==> src/rtl/sram_controller.sv <==
// Splits 32-bit MEM-stage word accesses into two halfword cycles on a 16-bit async SRAM.
// Latency 1 + 2*WAIT_CYCLES cycles with ready low, then one DONE cycle; ~ready freezes the pipeline.
// Optional address range checking is enabled by defining SRAM_CTRL_RANGE_CHECK_EN.
module sram_controller #(
    parameter int          WAIT_CYCLES = 2,
    parameter logic [31:0] BASE_ADDR   = 32'd1024
) (
    input  logic        clk,
    input  logic        rst,
    input  logic        wr_en,
    input  logic        rd_en,
    input  logic [31:0] address,
    input  logic [31:0] write_data,
    output logic [31:0] read_data,
    output logic        ready,
    output logic        addr_err,
    output logic [17:0] sram_addr,
    output logic [15:0] sram_dq_out,
    output logic        sram_dq_oe,
    input  logic [15:0] sram_dq_in,
    output logic        sram_we_n
);

    localparam logic [1:0] S_IDLE = 2'd0;
    localparam logic [1:0] S_LO   = 2'd1;
    localparam logic [1:0] S_HI   = 2'd2;
    localparam logic [1:0] S_DONE = 2'd3;

    localparam logic [3:0] WAIT_LAST = 4'(WAIT_CYCLES - 1);

    logic [1:0]  state;
    logic [3:0]  wait_cnt;
    logic        op_wr;
    logic [31:0] wdata;
    logic [16:0] idx;
    logic [16:0] word_idx;
    logic        req;
    logic        active;

    assign req      = wr_en | rd_en;
    assign word_idx = 17'((address - BASE_ADDR) >> 2);
    assign active   = (state == S_LO) || (state == S_HI);

`ifdef SRAM_CTRL_RANGE_CHECK_EN
    logic [31:0] offset;
    logic        addr_bad;
    logic        err_q;

    assign offset   = address - BASE_ADDR;
    assign addr_bad = (address < BASE_ADDR) || (address[1:0] != 2'b00) || (offset[31:19] != 13'd0);
    assign addr_err = err_q;
`else
    assign addr_err = 1'b0;
`endif

    // rst forces ready high at once so the freeze releases even while a request is held.
    assign ready       = rst || (state == S_DONE) || ((state == S_IDLE) && !req);
    assign sram_dq_oe  = active && op_wr;
    assign sram_we_n   = !(active && op_wr);
    assign sram_dq_out = (active && op_wr) ? ((state == S_HI) ? wdata[31:16] : wdata[15:0]) : 16'h0000;

    always_ff @(posedge clk or posedge rst) begin
        if (rst) begin
            state     <= S_IDLE;
            wait_cnt  <= 4'd0;
            op_wr     <= 1'b0;
            wdata     <= 32'h0;
            idx       <= 17'd0;
            read_data <= 32'h0;
            sram_addr <= 18'd0;
`ifdef SRAM_CTRL_RANGE_CHECK_EN
            err_q     <= 1'b0;
`endif
        end else begin
`ifdef SRAM_CTRL_RANGE_CHECK_EN
            err_q <= 1'b0;
`endif
            case (state)
                S_IDLE: begin
                    if (req) begin
`ifdef SRAM_CTRL_RANGE_CHECK_EN
                        if (addr_bad) begin
                            state <= S_DONE;
                            err_q <= 1'b1;
                        end else
`endif
                        begin
                            op_wr     <= wr_en;
                            wdata     <= write_data;
                            idx       <= word_idx;
                            sram_addr <= {word_idx, 1'b0};
                            wait_cnt  <= 4'd0;
                            state     <= S_LO;
                        end
                    end
                end
                S_LO: begin
                    if (wait_cnt == WAIT_LAST) begin
                        wait_cnt  <= 4'd0;
                        sram_addr <= {idx, 1'b1};
                        state     <= S_HI;
                        if (!op_wr) read_data[15:0] <= sram_dq_in;
                    end else begin
                        wait_cnt <= wait_cnt + 4'd1;
                    end
                end
                S_HI: begin
                    if (wait_cnt == WAIT_LAST) begin
                        wait_cnt <= 4'd0;
                        state    <= S_DONE;
                        if (!op_wr) read_data[31:16] <= sram_dq_in;
                    end else begin
                        wait_cnt <= wait_cnt + 4'd1;
                    end
                end
                default: state <= S_IDLE;
            endcase
        end
    end

endmodule

==> config.mk <==
export PLATFORM = sky130hd
export DESIGN_NAME = sram_controller
export DESIGN_NICKNAME = d
export VERILOG_FILES = /design/src/rtl/sram_controller.sv
export SDC_FILE = /design/constraint.sdc
export NUM_CORES = 1
export LEC_CHECK = 0
export BUFFER_PORTS_ARGS = -buffer_cell sky130_fd_sc_hd__buf_2
export CORE_MARGIN = 2
export CORE_UTILIZATION = 50
export DETAILED_ROUTE_END_ITERATION = 6
export GPL_ROUTABILITY_DRIVEN = 0
export PLACE_DENSITY_LB_ADDON = 0.05
export SLEW_MARGIN = 20
export SYNTH_ARGS = -nofsm -noshare
export SYNTH_HDL_FRONTEND = slang
export SYNTH_SLANG_ARGS = --single-unit
==> constraint.sdc <==
create_clock -name clk -period 6.37 [get_ports clk]
set_input_delay 1.274 -clock clk [delete_from_list [all_inputs] [get_ports clk]]
set_output_delay 1.274 -clock clk [all_outputs]
set_load 0.05 [all_outputs]
==> results.md, run 1 <==
* Critical setup path kind: input port to primary output
* Pre-antenna DRT Iters at 4
* Synth Area per Inst at 12.6 um^2
* Synthesized instance count at 373
* Total number of vias at 3,221
* First-pass GRT wire length at 15,300 um
* # nets final at 597
* Clock latency on the worst-skew pair at between 300 and 400 ps
* Number of synthesized flops with an enable pin at 0
* Synth top area share at 56.3%
* DR iter-0 viols at between 60 and 70
* CTS tree: built
* Dpl hpwl at 6660 um
* ANT nets after route at 0
* Synthesis-stage register bit count at roughly 110
* Die W at 101 um
* Die ar. at about 10,000 um^2
* Vias per std cell at 5.20
* Hold path cells at 2
* Hold Crit Class: register to register
* Pins Over Slew Limit at 0
* Startpoint class of the critical path: input port
* Synthesized cell area at 4710 um^2
* Root Driver: clkbuf_8
* Post-route clock period utilization at 56.0%
* Vias in the first global route at 3,208
* Final hold violation count at 0
* Largest net degree at the start of global routing at 73
* Max-slew headroom at 39.8%
* Min-delay src: sram_addr[3]
* R2R setup slack at 4120 ps
* Synth Flop Type: dfrtp_1
* Outcome: finished clean
* Multi-input logic area at 1920 um^2
* Yosys warnings at 0
* Row cnt at 35
* ANT cells at 0
* Clk slew on worst S/H paths at 90 ps
* PortBufs at 137
* Netlist cell types at 38
* Top area cells in the synthesized netlist: dfrtp_1 56%, mux2_2 17%, mux2i_1 5.1%, nand2_1 2.8%, ha_1 2.1%
* Crit path DAT at 2290 ps
* Wire per inst at 15.3 um
* Max cap viols at 0
* Total CTS buffers at 9
* Hold Buf Count CTS at 0
* Critical path capture point type: primary output
* Most frequent cells in the layout: 137 x buf_2, 106 x dfrtp_1, 73 x mux2_2
* CTS Buffer Depth at 2
* R2R cell count at 6
* Hold Path End: sram_addr[3]
* Max Clock Freq at ~0.28 GHz
* Post-CTS Setup Inserts at 0
* Req. time, crit path at 5100 ps
* RSZ-0062 raised after global routing: no
* Skew final at 11.6 ps
* Post-synth ARST share at 100%
* Final setup violating endpoints at 0
* All-Layer GR Usage at 19.1%
* Fillers at 778
* Post-CTS sizing at 0
* Register Area at 2650 um^2
* Reg-to-reg endpoint: sram_addr[13]
* Initial core utilization at 51.2%
* Commonest non-fill, non-tap cell in the layout: buf_2
* Core area at approximately 9000 um^2
* H-tree depth at 3
* Area growth syn-to-layout at 19.6%
* WL final at around 9500 um
* Fraction of layout cells with a size suffix above 1 at 48.9%
* CP Max Fanout at 8
* Cell taking the most area after synthesis: dfrtp_1
* Register area share after synthesis at 56.3%
* Chip height at 101 um
* Remaining Overflow, GRT at 0
* # IOs at around 150
* Final TNS setup at 0 ps
* Mapped Nets at between 400 and 500
* Clock Sink Count at ~110
* Crit path time final at 3560 ps
* Residual DRC at 0
* R2r startpoint: state[0]
* Initial antenna violation count at 0
* Worst slew pin tran at 903 ps
## cell type report
type                            count  area share, %
Sequential cell                   106           47.1
Multi-Input combinational cell    240           34.0
Timing Repair Buffer              140           12.6
Tap cell                          111           2.47
Clock buffer                       10           2.44
Clock inverter                      5          0.822
Inverter                            8          0.578
## worst max-delay path, cell delays in order
cell and delay [ps]:
buf_2 130, nor3b_2 450, or3_1 170, buf_2 260
## cell families after synthesis
| family | after synthesis | share of synthesized area [%] |
|---|---|---|
| compound gates | 43 | 6.17 |
| xor+xnor | 7 | 1.30 |
| fa+ha+maj | 8 | 2.13 |
| buf+inv | 27 | 3.27 |
| flops | 106 | 56.3 |
| mux | 98 | 22.8 |
| other cells | 1 | 0.0796 |
| simple gates | 83 | 7.92 |
## stage by stage
stage / util, % / hold WS [ps] / instances / setup slack (ps) / cell area [um^2]
floorplan: - / 449 / 373 / 2310 / 4710
finish: 61.3 / 480 / 620 / 2810 / 5630
detailed placement: 59.2 / 460 / 605 / 2800 / 5450
global route: 61.3 / 502 / 620 / 2710 / 5630
global placement: 59.2 / 455 / 605 / 2810 / 5450
CTS: 61.2 / 482 / 620 / 2650 / 5630
## how the worst max path moves through the flow
stage / cells after the start / end / startpoint
after detailed placement: 4 / ready / rd_en
final: 4 / ready / rd_en
after floorplan: 1 / idx[0] / rst
after CTS: 5 / sram_dq_out[12] / state[0]
after global placement: 4 / ready / rd_en
after global routing: 5 / sram_dq_out[5] / state[0]
## sequential cells by signal, indices dropped and copies added, names as in the netlist
register   flops
wdata         32
idx           17
state          2
read_data     32
sram_addr     18
wait_cnt       4
op_wr          1
## per-layer routing
layer	vias up	wire length (um)	track usage (%)
met3	10	691	7.35
met4	0	128	5.30
li1	1557	-	-
met2	97	4730	31.3
met5	-	0	0
met1	1557	3900	23.5
## cells in the mapped netlist (all sizes together), types with 2 or more instances
cell type    n
a211oi       2
nor3b        2
nand2       38
mux2        74
mux2i       24
inv          8
nor4         2
nor2        27
o211ai       4
xnor2        5
buf         10
a21oi        4
ha           8
o21ai       28
nand2b       2
xor2         2
nand3        7
dfrtp      106
o2bb2ai      2
clkbuf       9
Power of run 1 is not shown: default switching activity piles up to over one toggle a cycle in this logic, so the estimate is an artifact.
==> run 2: changes to the inputs <==
- ABC_AREA: unset -> 1
- CORE_UTILIZATION: 50 -> 46
- clock period: 6.37 -> 3 ns (I/O delays scaled with it)
==> results.md, run 2 <==
* Outcome: finished clean
* Initial core utilization at 47.1%
* Post-synth ARST share at 100%
* Worst slew pin tran at 759 ps
* Clock Sink Count at 106
* First-pass GRT wire length at roughly 18,000 um
* Area growth syn-to-layout at 20.6%
* Req. time, crit path at 2400 ps
* End-of-flow core utilization at a little under three fifths
* Dpl hpwl at 7390 um
* Synthesis-stage register bit count at between 100 and 150
* Hold Crit Class: input port to async pin
* Commonest non-fill, non-tap cell in the layout: nand2_1
* Mapped Nets at 689
* Cell taking the most area after synthesis: dfrtp_1
* Synth Flop Type: dfrtp_1
* Synth Area per Inst at 8.10 um^2
* Die ar. at between 10,000 and 15,000 um^2
* Largest regs: read_data x32, wdata x32, sram_addr x18
* Max Clock Freq at 0.365 GHz
* Initial antenna violation count at 0
* Max cap viols at 0
* Root Driver: clkbuf_8
* PortBufs at 137
* ANT cells at 0
* Vias in the first global route at 3,912
* Skew final at approximately 11 ps
* Combinational power share at 53.7%
* Most common library cells after synthesis: 269 x nand2_1, 106 x dfrtp_1, 48 x o21ai_0, 47 x inv_1, 28 x nor2_1
* Final TNS setup at 0 ps
* Most frequent cells in the layout: 267 x nand2_1, 137 x buf_2, 106 x dfrtp_1
* Synthesized instance count at 597
* Post-CTS Setup Inserts at 0
* Yosys warnings at 0
* Crit path time final at around 2700 ps
* Critical setup path kind: register to primary output
* Core area at just over 10,000 um^2
* All-Layer GR Usage at 19.5%
* Residual DRC at 0
* # IOs at 154
* Critical-path top delay cell: dfrtp_1
* Final hold violation count at 0
* Netlist cell types at 24
* ANT nets after route at 0
* Sw frac at 52.4%
* R2R setup slack at 940 ps
* Clock share of power at 11.7%
* Power Total at about 0.0072 W
* Startpoint class of the critical path: register
* Worst VDD drop at between 0.0005 and 0.0006 V
* Int Power at approximately 0.0034 W
* CTS tree: built
* RSZ-0062 raised after global routing: no
* Number of synthesized flops with an enable pin at 0
* Pre-antenna DRT Iters at 4
* Total number of vias at approximately 4,000
* Synth top area share at 54.8%
* Largest net degree at the start of global routing at 57
* Pins Over Slew Limit at 0
* WL final at 10,600 um
* Pwr dens at roughly 1200 nW/um^2
* Clk slew on worst S/H paths at 100 ps
* Row cnt at 37
* Post-route clock period utilization at roughly 90%
* Fraction of layout cells with a size suffix above 1 at 25.4%
* Largest delay share family, worst path: buffers and inverters
* Clock latency on the worst-skew pair at 370 ps
* Remaining Overflow, GRT at 0
* CP Max Fanout at 12
* # nets final at 819
* Total CTS buffers at 9
* CP max stage delay at 440 ps
* CTS Buffer Depth at 2
* DR iter-0 viols at 162
* WP buf/inv at 3
* Final setup violating endpoints at 0
* Die W at ~110 um
* Cells along the critical path: inv_1 > ha_1 > buf_4 > nand2_1 > a21oi_1 > buf_2
* Chip height at 107 um
* LEAKAGE at 3.28 nW
* Switching power at 0.00377 W
* Crit path DAT at 2140 ps
* Vias per std cell at 4.67
* H-tree depth at 3
* Max-slew headroom at 49.3%
* Count leader, synth: nand2_1
* Register area share after synthesis at about 55%
* Fillers at ~1,000
* Sequential power share at between 30% and 40%
* Top area cells in the synthesized netlist: dfrtp_1 55%, nand2_1 21%, o21ai_0 5.0%, inv_1 3.6%, o21ai_2 2.9%
* Synthesized cell area at ~4800 um^2
* Wire per inst at 12.2 um
* Critical path capture point type: primary output
-- run 2: path summary, 6_finish.rpt --
| path | start | depth (start not counted) | end |
|---|---|---|---|
| hold / removal | rst | 2 | idx[8] |
| hold reg to reg | sram_addr[3] | 2 | sram_addr[3] |
| setup / recovery | state[0] | 6 | sram_dq_out[3] |
| max in group asynchronous | rst | 3 | wdata[2] |
| min in group clk | write_data[26] | 3 | wdata[26] |
| setup reg to reg | state[1] | 10 | sram_addr[4] |
-- run 2: layer usage --
metal | track usage (%) | wire (um)
met1 | 26.2 | 4970
met2 | 31.8 | 4890
met3 | 3.13 | 528
met4 | 7.88 | 198
met5 | 0 | 0
-- run 2: cell type report --
cell class | count | area, um^2 | area share (%)
clock buffer | 10 | 138 | 2.36
clock inverter | 6 | 48.8 | 0.836
inverter | 49 | 188 | 3.22
multi-input combinational | 414 | 1850 | 31.7
sequential | 106 | 2650 | 45.5
tap | 136 | 170 | 2.92
timing repair buffer | 147 | 786 | 13.5
-- run 2: cell families after synthesis --
group	after synthesis	synth area share, %
xor+xnor	3	0.543
buf+inv	77	6.98
flops	106	54.8
compound gates	86	10.3
fa+ha+maj	8	2.07
simple gates	316	25.2
other cells	1	0.0775
-- run 2: what timing repair did --
action	CTS	global route
hold endpoints to repair	0	0
hold buffers	0	0
endpoints found under the setup margin	0	1
resized for setup	0	1
-- run 2: through the flow --
| step | cell area [um^2] | hold slack, ps | cells | setup WS [ps] |
|---|---|---|---|---|
| after CTS | 5830 | 389 | 868 | 193 |
| after global placement | 5650 | 457 | 852 | 624 |
| after floorplan | 4840 | 449 | 597 | 190 |
| final | 5830 | 364 | 868 | 258 |
| after global routing | 5830 | 410 | 868 | 30.5 |
| after detailed placement | 5650 | 460 | 852 | 611 |
-- run 2: power groups by stage --
stage          Combinational (W)  Clock, W  Sequential [W]
2_1_floorplan            0.00187         0         0.00363
3_3_place_gp             0.00385         0         0.00248
3_5_place_dp             0.00390         0         0.00251
4_1_cts                  0.00391  0.000868         0.00248
5_1_grt                  0.00425  0.000921         0.00257
6_report                 0.00386  0.000841         0.00249
Power figures use the tool's default switching activity.
